$ cat src/rtl/packet_reassembly_controller_pkg.sv
// packet_reassembly_controller_pkg: shared flit, packet and slot types for the reassembly controller
package packet_types;
  localparam int MAX_NUM_OF_FLIT = 8;
  localparam int EXPIRE_TIME     = 100;
  localparam int FLIT_W          = 32;
  localparam int ID_W            = 8;
  localparam int IDX_W           = $clog2(MAX_NUM_OF_FLIT);
  localparam int TIMER_W         = $clog2(EXPIRE_TIME);
  typedef logic [FLIT_W-1:0] flit_t;
  typedef logic [ID_W-1:0] packet_id_t;
  typedef struct packed {
    packet_id_t                        packet_id;
    flit_t [MAX_NUM_OF_FLIT-1:0]       buffer;
    logic [IDX_W-1:0]                  tail_index;
    logic [TIMER_W-1:0]                timer;
    logic                              is_complete;
  } packet_element_t;
  typedef enum logic [1:0] {FREE, FILL, COMPLETE, DRAIN} slot_state_t;
endpackage

$ cat src/rtl/packet_reassembly_controller_rr_arbiter.sv
// rr_arbiter: one-hot round-robin grant, search starts after the last granted requester
module rr_arbiter #(
  parameter int N = 4
) (
  input  logic         clk,
  input  logic         rst,
  input  logic [N-1:0] req,
  input  logic         advance,
  output logic [N-1:0] grant
);
  localparam int W = $clog2(N);
  logic [W-1:0] r_ptr;
  logic [W-1:0] w_idx;
  logic         w_found;
  always_comb begin
    grant   = '0;
    w_idx   = '0;
    w_found = 1'b0;
    for (int k = 0; k < N; k++) begin
      if (!w_found && req[(int'(r_ptr) + k) % N]) begin
        w_found = 1'b1;
        w_idx   = W'((int'(r_ptr) + k) % N);
      end
    end
    grant[w_idx] = w_found;
  end
  always_ff @(posedge clk) begin
    if (rst) r_ptr <= '0;
    else if (advance && w_found) r_ptr <= (w_idx == W'(N - 1)) ? '0 : w_idx + W'(1);
  end
endmodule

$ cat src/rtl/packet_reassembly_controller.sv
// packet_reassembly_controller: collects interleaved flits per packet id into slots and
// replays each completed packet contiguously, dropping overflowing or stale packets.
module packet_reassembly_controller
  import packet_types::*;
#(
  parameter int NUM_SLOTS       = 4,
  parameter int MAX_NUM_OF_FLIT = packet_types::MAX_NUM_OF_FLIT,
  parameter int EXPIRE_TIME     = packet_types::EXPIRE_TIME
) (
  input  logic                           clk,
  input  logic                           rst,
  input  logic                           in_valid,
  output logic                           in_ready,
  input  flit_t                          in_flit,
  input  packet_id_t                     in_packet_id,
  input  logic                           in_is_tail,
  output logic                           out_valid,
  input  logic                           out_ready,
  output flit_t                          out_flit,
  output packet_id_t                     out_packet_id,
  output logic                           out_last,
  output logic                           drop_valid,
  output packet_id_t                     drop_packet_id,
  output logic [$clog2(NUM_SLOTS+1)-1:0] busy_slots
);
  localparam int SW = $clog2(NUM_SLOTS);
  localparam int BW = $clog2(NUM_SLOTS + 1);
  localparam logic [IDX_W-1:0] LAST_IDX = IDX_W'(MAX_NUM_OF_FLIT - 1);
  localparam logic [TIMER_W-1:0] TMAX = TIMER_W'(EXPIRE_TIME - 1);
  slot_state_t          r_st [NUM_SLOTS];
  packet_element_t      r_el [NUM_SLOTS];
  logic [SW-1:0]        r_drain;
  logic [IDX_W-1:0]     r_rd;
  logic                 r_drop_valid;
  packet_id_t           r_drop_id;
  logic [NUM_SLOTS-1:0] w_match, w_free, w_exp, w_cmpl, w_gnt;
  logic [SW-1:0]        w_hit, w_alloc, w_exp_idx, w_gnt_idx;
  logic                 w_draining, w_acc, w_ovf, w_exp_fire, w_adv, w_hs;
  // An arriving flit for a slot shields it from expiry this cycle.
  always_comb begin
    w_match    = '0;
    w_free     = '0;
    w_exp      = '0;
    w_cmpl     = '0;
    w_draining = 1'b0;
    w_hit      = '0;
    w_alloc    = '0;
    w_exp_idx  = '0;
    for (int i = NUM_SLOTS - 1; i >= 0; i--) begin
      w_match[i] = r_st[i] == FILL && r_el[i].packet_id == in_packet_id;
      w_free[i]  = r_st[i] == FREE;
      w_exp[i]   = r_st[i] == FILL && r_el[i].timer == TMAX && !(in_valid && w_match[i]);
      w_cmpl[i]  = r_st[i] == COMPLETE;
      w_draining = w_draining || r_st[i] == DRAIN;
      w_hit      = w_match[i] ? SW'(i) : w_hit;
      w_alloc    = w_free[i] ? SW'(i) : w_alloc;
      w_exp_idx  = w_exp[i] ? SW'(i) : w_exp_idx;
    end
  end
  always_comb begin
    w_gnt_idx = '0;
    for (int i = 0; i < NUM_SLOTS; i++) w_gnt_idx = w_gnt[i] ? SW'(i) : w_gnt_idx;
  end
  always_comb begin
    busy_slots = '0;
    for (int i = 0; i < NUM_SLOTS; i++) busy_slots = busy_slots + BW'(r_st[i] != FREE);
  end
  assign in_ready       = |w_match || |w_free;
  assign w_acc          = in_valid && in_ready;
  assign w_ovf          = w_acc && |w_match && !in_is_tail && r_el[w_hit].tail_index == LAST_IDX;
  assign w_exp_fire     = |w_exp && !w_ovf;
  assign w_adv          = !w_draining && |w_cmpl;
  assign w_hs           = out_valid && out_ready;
  assign out_valid      = w_draining;
  assign out_flit       = r_el[r_drain].buffer[r_rd];
  assign out_packet_id  = r_el[r_drain].packet_id;
  assign out_last       = w_draining && r_rd == r_el[r_drain].tail_index;
  assign drop_valid     = r_drop_valid;
  assign drop_packet_id = r_drop_id;
  rr_arbiter #(.N(NUM_SLOTS)) u_rr (
    .clk    (clk),
    .rst    (rst),
    .req    (w_cmpl),
    .advance(w_adv),
    .grant  (w_gnt)
  );
  always_ff @(posedge clk) begin
    if (rst) begin
      for (int i = 0; i < NUM_SLOTS; i++) begin
        r_st[i] <= FREE;
        r_el[i] <= '0;
      end
      r_drain      <= '0;
      r_rd         <= '0;
      r_drop_valid <= 1'b0;
      r_drop_id    <= '0;
    end else begin
      r_drop_valid <= w_ovf || w_exp_fire;
      r_drop_id    <= w_ovf ? in_packet_id : r_el[w_exp_idx].packet_id;
      for (int i = 0; i < NUM_SLOTS; i++)
        if (r_st[i] == FILL && r_el[i].timer != TMAX) r_el[i].timer <= r_el[i].timer + 1'b1;
      if (w_exp_fire) r_st[w_exp_idx] <= FREE;
      if (w_acc && |w_match) begin
        r_el[w_hit].timer <= '0;
        if (w_ovf) r_st[w_hit] <= FREE;
        else begin
          if (r_el[w_hit].tail_index != LAST_IDX) begin
            r_el[w_hit].buffer[r_el[w_hit].tail_index + 1'b1] <= in_flit;
            r_el[w_hit].tail_index <= r_el[w_hit].tail_index + 1'b1;
          end
          if (in_is_tail) begin
            r_st[w_hit]             <= COMPLETE;
            r_el[w_hit].is_complete <= 1'b1;
          end
        end
      end else if (w_acc) begin
        r_el[w_alloc].packet_id   <= in_packet_id;
        r_el[w_alloc].buffer[0]   <= in_flit;
        r_el[w_alloc].tail_index  <= '0;
        r_el[w_alloc].timer       <= '0;
        r_el[w_alloc].is_complete <= in_is_tail;
        r_st[w_alloc]             <= in_is_tail ? COMPLETE : FILL;
      end
      if (w_adv) begin
        r_st[w_gnt_idx] <= DRAIN;
        r_drain         <= w_gnt_idx;
        r_rd            <= '0;
      end else if (w_hs && out_last) begin
        r_st[r_drain]             <= FREE;
        r_el[r_drain].is_complete <= 1'b0;
      end else if (w_hs) r_rd <= r_rd + 1'b1;
    end
  end
endmodule
$ cat config.mk
export PLATFORM = sky130hd
export DESIGN_NAME = packet_reassembly_controller
export DESIGN_NICKNAME = d
export VERILOG_FILES = /design/src/rtl/packet_reassembly_controller_pkg.sv /design/src/rtl/packet_reassembly_controller_rr_arbiter.sv /design/src/rtl/packet_reassembly_controller.sv
export SDC_FILE = /design/constraint.sdc
export NUM_CORES = 2
export LEC_CHECK = 0
export BUFFER_PORTS_ARGS = -buffer_cell sky130_fd_sc_hd__buf_2
export CAP_MARGIN = 20
export CELL_PAD_IN_SITES_DETAIL_PLACEMENT = 1
export CELL_PAD_IN_SITES_GLOBAL_PLACEMENT = 2
export CORE_ASPECT_RATIO = 0.7
export CORE_MARGIN = 2
export CORE_UTILIZATION = 26
export DETAILED_ROUTE_END_ITERATION = 7
export PLACE_DENSITY = 0.45
export SLEW_MARGIN = 20
export SYNTH_ARGS = -nofsm -noshare
export SYNTH_HDL_FRONTEND = slang
export SYNTH_SLANG_ARGS = --single-unit
$ cat constraint.sdc
create_clock -name clk -period 8 [get_ports clk]
set_input_delay 1.2 -clock clk [delete_from_list [all_inputs] [get_ports clk]]
set_output_delay 1.2 -clock clk [all_outputs]
set_load 0.01 [all_outputs]
==> key figures <==
Floorplan
  • I/O pins: 100
  • Chip Height: 374 µm
  • Area of the core: between 150000 and 200000 µm²
  • Die Area: 199000 µm²
  • Initial Util: 26.2%
  • Core Rows: 135
  • Die width: roughly 530 µm

Final layout
  • Commonest non-fill, non-tap cell in the layout: edfxtp_1
  • Synth-to-layout area growth: 14.5%
  • Layout cell share with drive strength beyond 1: 30.5%
  • Most frequent cells in the layout: edfxtp_1, nor2_1, mux4_2
  • Design Area, Final: 58200 µm²
  • Fillers: 20200
  • Nets@finish: 3425

Power
  • Internal: 11.1 mW
  • Worst vdd ir: 0.208 mV
  • Combinational Power Share: a little under a fifth
  • Share of power burned in the clock network: 37.4%
  • Lkg Pwr: just under 20 nW
  • Net Sw Frac: approximately 28%
  • Flop pwr share: 44.0%
  • P per Cell Area: between 200 and 300 nW/µm²
  • P_sw: 4.42 mW

STA
  • Highest clock rate: 167 MHz
  • Final hold violation count: 0
  • RSZ-0062 raised after global routing: no
  • Worst slew pin tran: 1060 ps
  • Setup Skew: about 27 ps
  • Min Tclk post-route: 5980 ps
  • Final worst slack: just over 2000 ps
  • TNS Setup: 0 ps
  • Worst slew margin: 29.0%
  • Final setup vio count: 0
  • Final slew viol count: 0
  • Period utilization: 74.8%

GRT
  • Global-route usage over all layers: 18.2%
  • GRT overflow: 0
  • Vias in the first global route: 31700
  • Initial antenna violation count: 12
  • Largest net degree at the start of global routing: around 120
  • Global-route wire length before repair: 256000 µm

Placement
  • Routability cong.: just under 0.8
  • Area after DPL: 54100 µm²
  • Post-place setup slack: 1190 ps
  • Port-buffer cells: 99
  • HPWL Detailed: 113000 µm

Critical path
  • Critical-path cell list: buf_2 -> xor2_1 -> nor4_2 -> nand3_1 -> a211oi_1 -> mux2i_1 -> mux2i_1 -> ha_1 -> ha_1 -> nor2_1 -> o41ai_2 -> nor3_4 -> nand3_2 -> buf_4 -> nand2_2
  • CP max-delay cell: a211oi_1
  • CP Buf/Inv Count: 2
  • Crit path max-delay family: simple AND/OR/NAND/NOR gates
  • Startpoint Class: input pin
  • Crit path capture type: flop
  • CP max FO: 33
  • Largest stage delay, worst path: 740 ps
  • Crit path DAT: 6340 ps
  • WP data required: 8350 ps
  • CP Class: in -> reg
  • R2R Setup Slk: 2220 ps

CTS
  • Post-CTS Setup Bufs: 0
  • Worst-path clk slew: ~60 ps
  • Root Buffer: clkbuf_16
  • CTS tree: done
  • Num CTS Buffers: between 100 and 150
  • Hold_buf cts: 0
  • Max clock buf depth: 3
  • Maximum level of the CTS H-tree: 4
  • CTS resizes: 0
  • Clock net sink count: 1122
  • Worst-Skew Late Latency: roughly 760 ps

Flow run
  • Max-Cap Viols: 0

Route
  • Vias per cell: 4.86
  • Routed vias: 29500
  • Final wirelength: ~180000 µm
  • DRC: 0
  • Antenna Nets Post-Route: 0
  • WL per Instance: between 20 and 30 µm
  • Iter 0 DRT Violations: between 2000 and 3000
  • First-pass iteration count of the detailed router: 5

Logic synthesis
  • XOR/XNOR share of the synthesized area: 1.02%
  • Largest family of logic cells by synthesized area: multiplexers
  • Cells after synthesis: 3332
  • Post-synth EDFFs: 1076
  • Seq/Total Area, Yosys: 65.4%
  • Largest area contributor in the synthesized netlist: edfxtp_1
  • Post-Synth Adder-Cell Area: less than 1%
  • Complex-gate fraction of the synthesized area: 1.43%
  • Synthesized area: 50800 µm²
  • Post-synthesis mux area share: ~16%
  • Synth area leaders: edfxtp_1, mux4_2, nor2_1
  • FF+latch count, synth: about 1100
  • Syn Nets: 3390
  • Post-Synth Simple-Gate Area: 12.9%
  • Async set-reset flop share out of synthesis: 0%
  • Avg Inst Size Synth: between 15 and 20 µm²
  • Top FF cell, synth: edfxtp_1
  • Top-area cell type share of the netlist area: 63.6%
  • Post-synth cell types: 71
  • YS warnings: 0

Run status
  • Status: finished, final reports clean

Worst hold path
  • Hold WC Path Type: reg -> reg
## worst min-delay path, cell delays in order (launching register included)
cell and delay [ps]:
dfxtp_1 330, nand2_1 60, a21oi_1 60
## power by group through the flow
stage / Sequential [mW] / Combinational (mW) / Clock [mW]
after floorplan: 6.85 / 1.76 / 0
after global placement: 6.95 / 2.95 / 0
after detailed placement: 6.96 / 2.95 / 0
after CTS: 6.83 / 2.97 / 5.97
after global routing: 6.86 / 3.05 / 6.18
final: 6.83 / 2.88 / 5.80
## metal layers
layer	up-vias	share of wire [%]	global-route usage, %
met5	-	0.014	0
met2	665	45	27.9
met4	4	1.8	3.64
li1	12500	-	-
met1	16100	49	27.0
met3	205	4.5	2.97
## cells by family (layout without fill, tap and decap cells)
| logic type | after synthesis | in the layout |
|---|---|---|
| flops | 1122 | 1122 |
| fa+ha+maj | 13 | 13 |
| compound gates | 96 | 96 |
| xor+xnor | 59 | 59 |
| simple gates | 1354 | 1354 |
| mux | 386 | 386 |
| buf+inv | 302 | 428 |
| other cells | 0 | 5 |
## registers in the layout, indices dropped and copies added (netlist names), named ones only
| register | count |
|---|---|
| r_el | 1096 |
| drop_packet_id | 8 |
| r_st | 8 |
| r_rd | 3 |
| r_drain | 2 |
| u_rr.r_ptr | 2 |
| drop_valid | 1 |
## synth_stat cells, types with 4 or more instances
| library cell | count |
|---|---|
| or2_2 | 5 |
| ha_1 | 12 |
| nor4_1 | 4 |
| clkbuf_1 | 115 |
| buf_2 | 92 |
| mux2_2 | 33 |
| xor2_1 | 50 |
| inv_1 | 10 |
| mux2i_1 | 22 |
| nand3_1 | 44 |
| and2_1 | 62 |
| a211oi_1 | 4 |
| edfxtp_1 | 1076 |
| nor3_1 | 15 |
| or3_1 | 7 |
| o31ai_1 | 5 |
| nor4_2 | 7 |
| mux4_2 | 331 |
| xnor2_1 | 9 |
| o21ai_0 | 11 |
| buf_4 | 27 |
| nand2b_1 | 8 |
| a21o_1 | 7 |
| and4_1 | 6 |
| nand4_1 | 13 |
| nand3_4 | 7 |
| nand3_2 | 4 |
| a21oi_1 | 19 |
| nor4b_1 | 4 |
| buf_6 | 28 |
| nor2_1 | 746 |
| and3_1 | 103 |
| buf_1 | 28 |
| nor2_2 | 204 |
| nor2b_1 | 16 |
| nand2_2 | 28 |
| nand2_1 | 66 |
| a2111oi_0 | 8 |
| dfxtp_1 | 46 |
## stage by stage
stage | hold slack (ps) | utilization, % | instances | power (mW)
6_report | 491 | 30.0 | 6066 | 15.5
5_1_grt | 535 | 30.0 | 6061 | 16.1
4_1_cts | 496 | 30.0 | 6060 | 15.8
3_5_place_dp | 487 | 27.9 | 5836 | 9.91
3_3_place_gp | 459 | 27.9 | 5836 | 9.89
2_1_floorplan | 449 | - | 3332 | 8.61
## final cells by class
cell class	instances	area, µm²	share of cell area, %
timing repair buffer	193	1380	2.38
sequential	1122	33200	57.2
inverter	11	43.8	0.0753
clock buffer	168	3530	6.08
tap	2603	3260	5.60
antenna	5	12.5	0.0215
multi-input combinational	1908	16200	27.9
clock inverter	56	455	0.783
## final timing paths
| kind | from | end | cells after the start |
|---|---|---|---|
| setup reg to reg | r_st[1][1] | r_el[3][259] | 13 |
| setup / recovery | in_packet_id[3] | r_el[3][259] | 15 |
| hold reg to reg | r_el[3][2] | r_el[3][2] | 2 |
| hold / removal | r_el[3][2] | r_el[3][2] | 2 |
No activity file was read; power rests on OpenSTA's default activity.
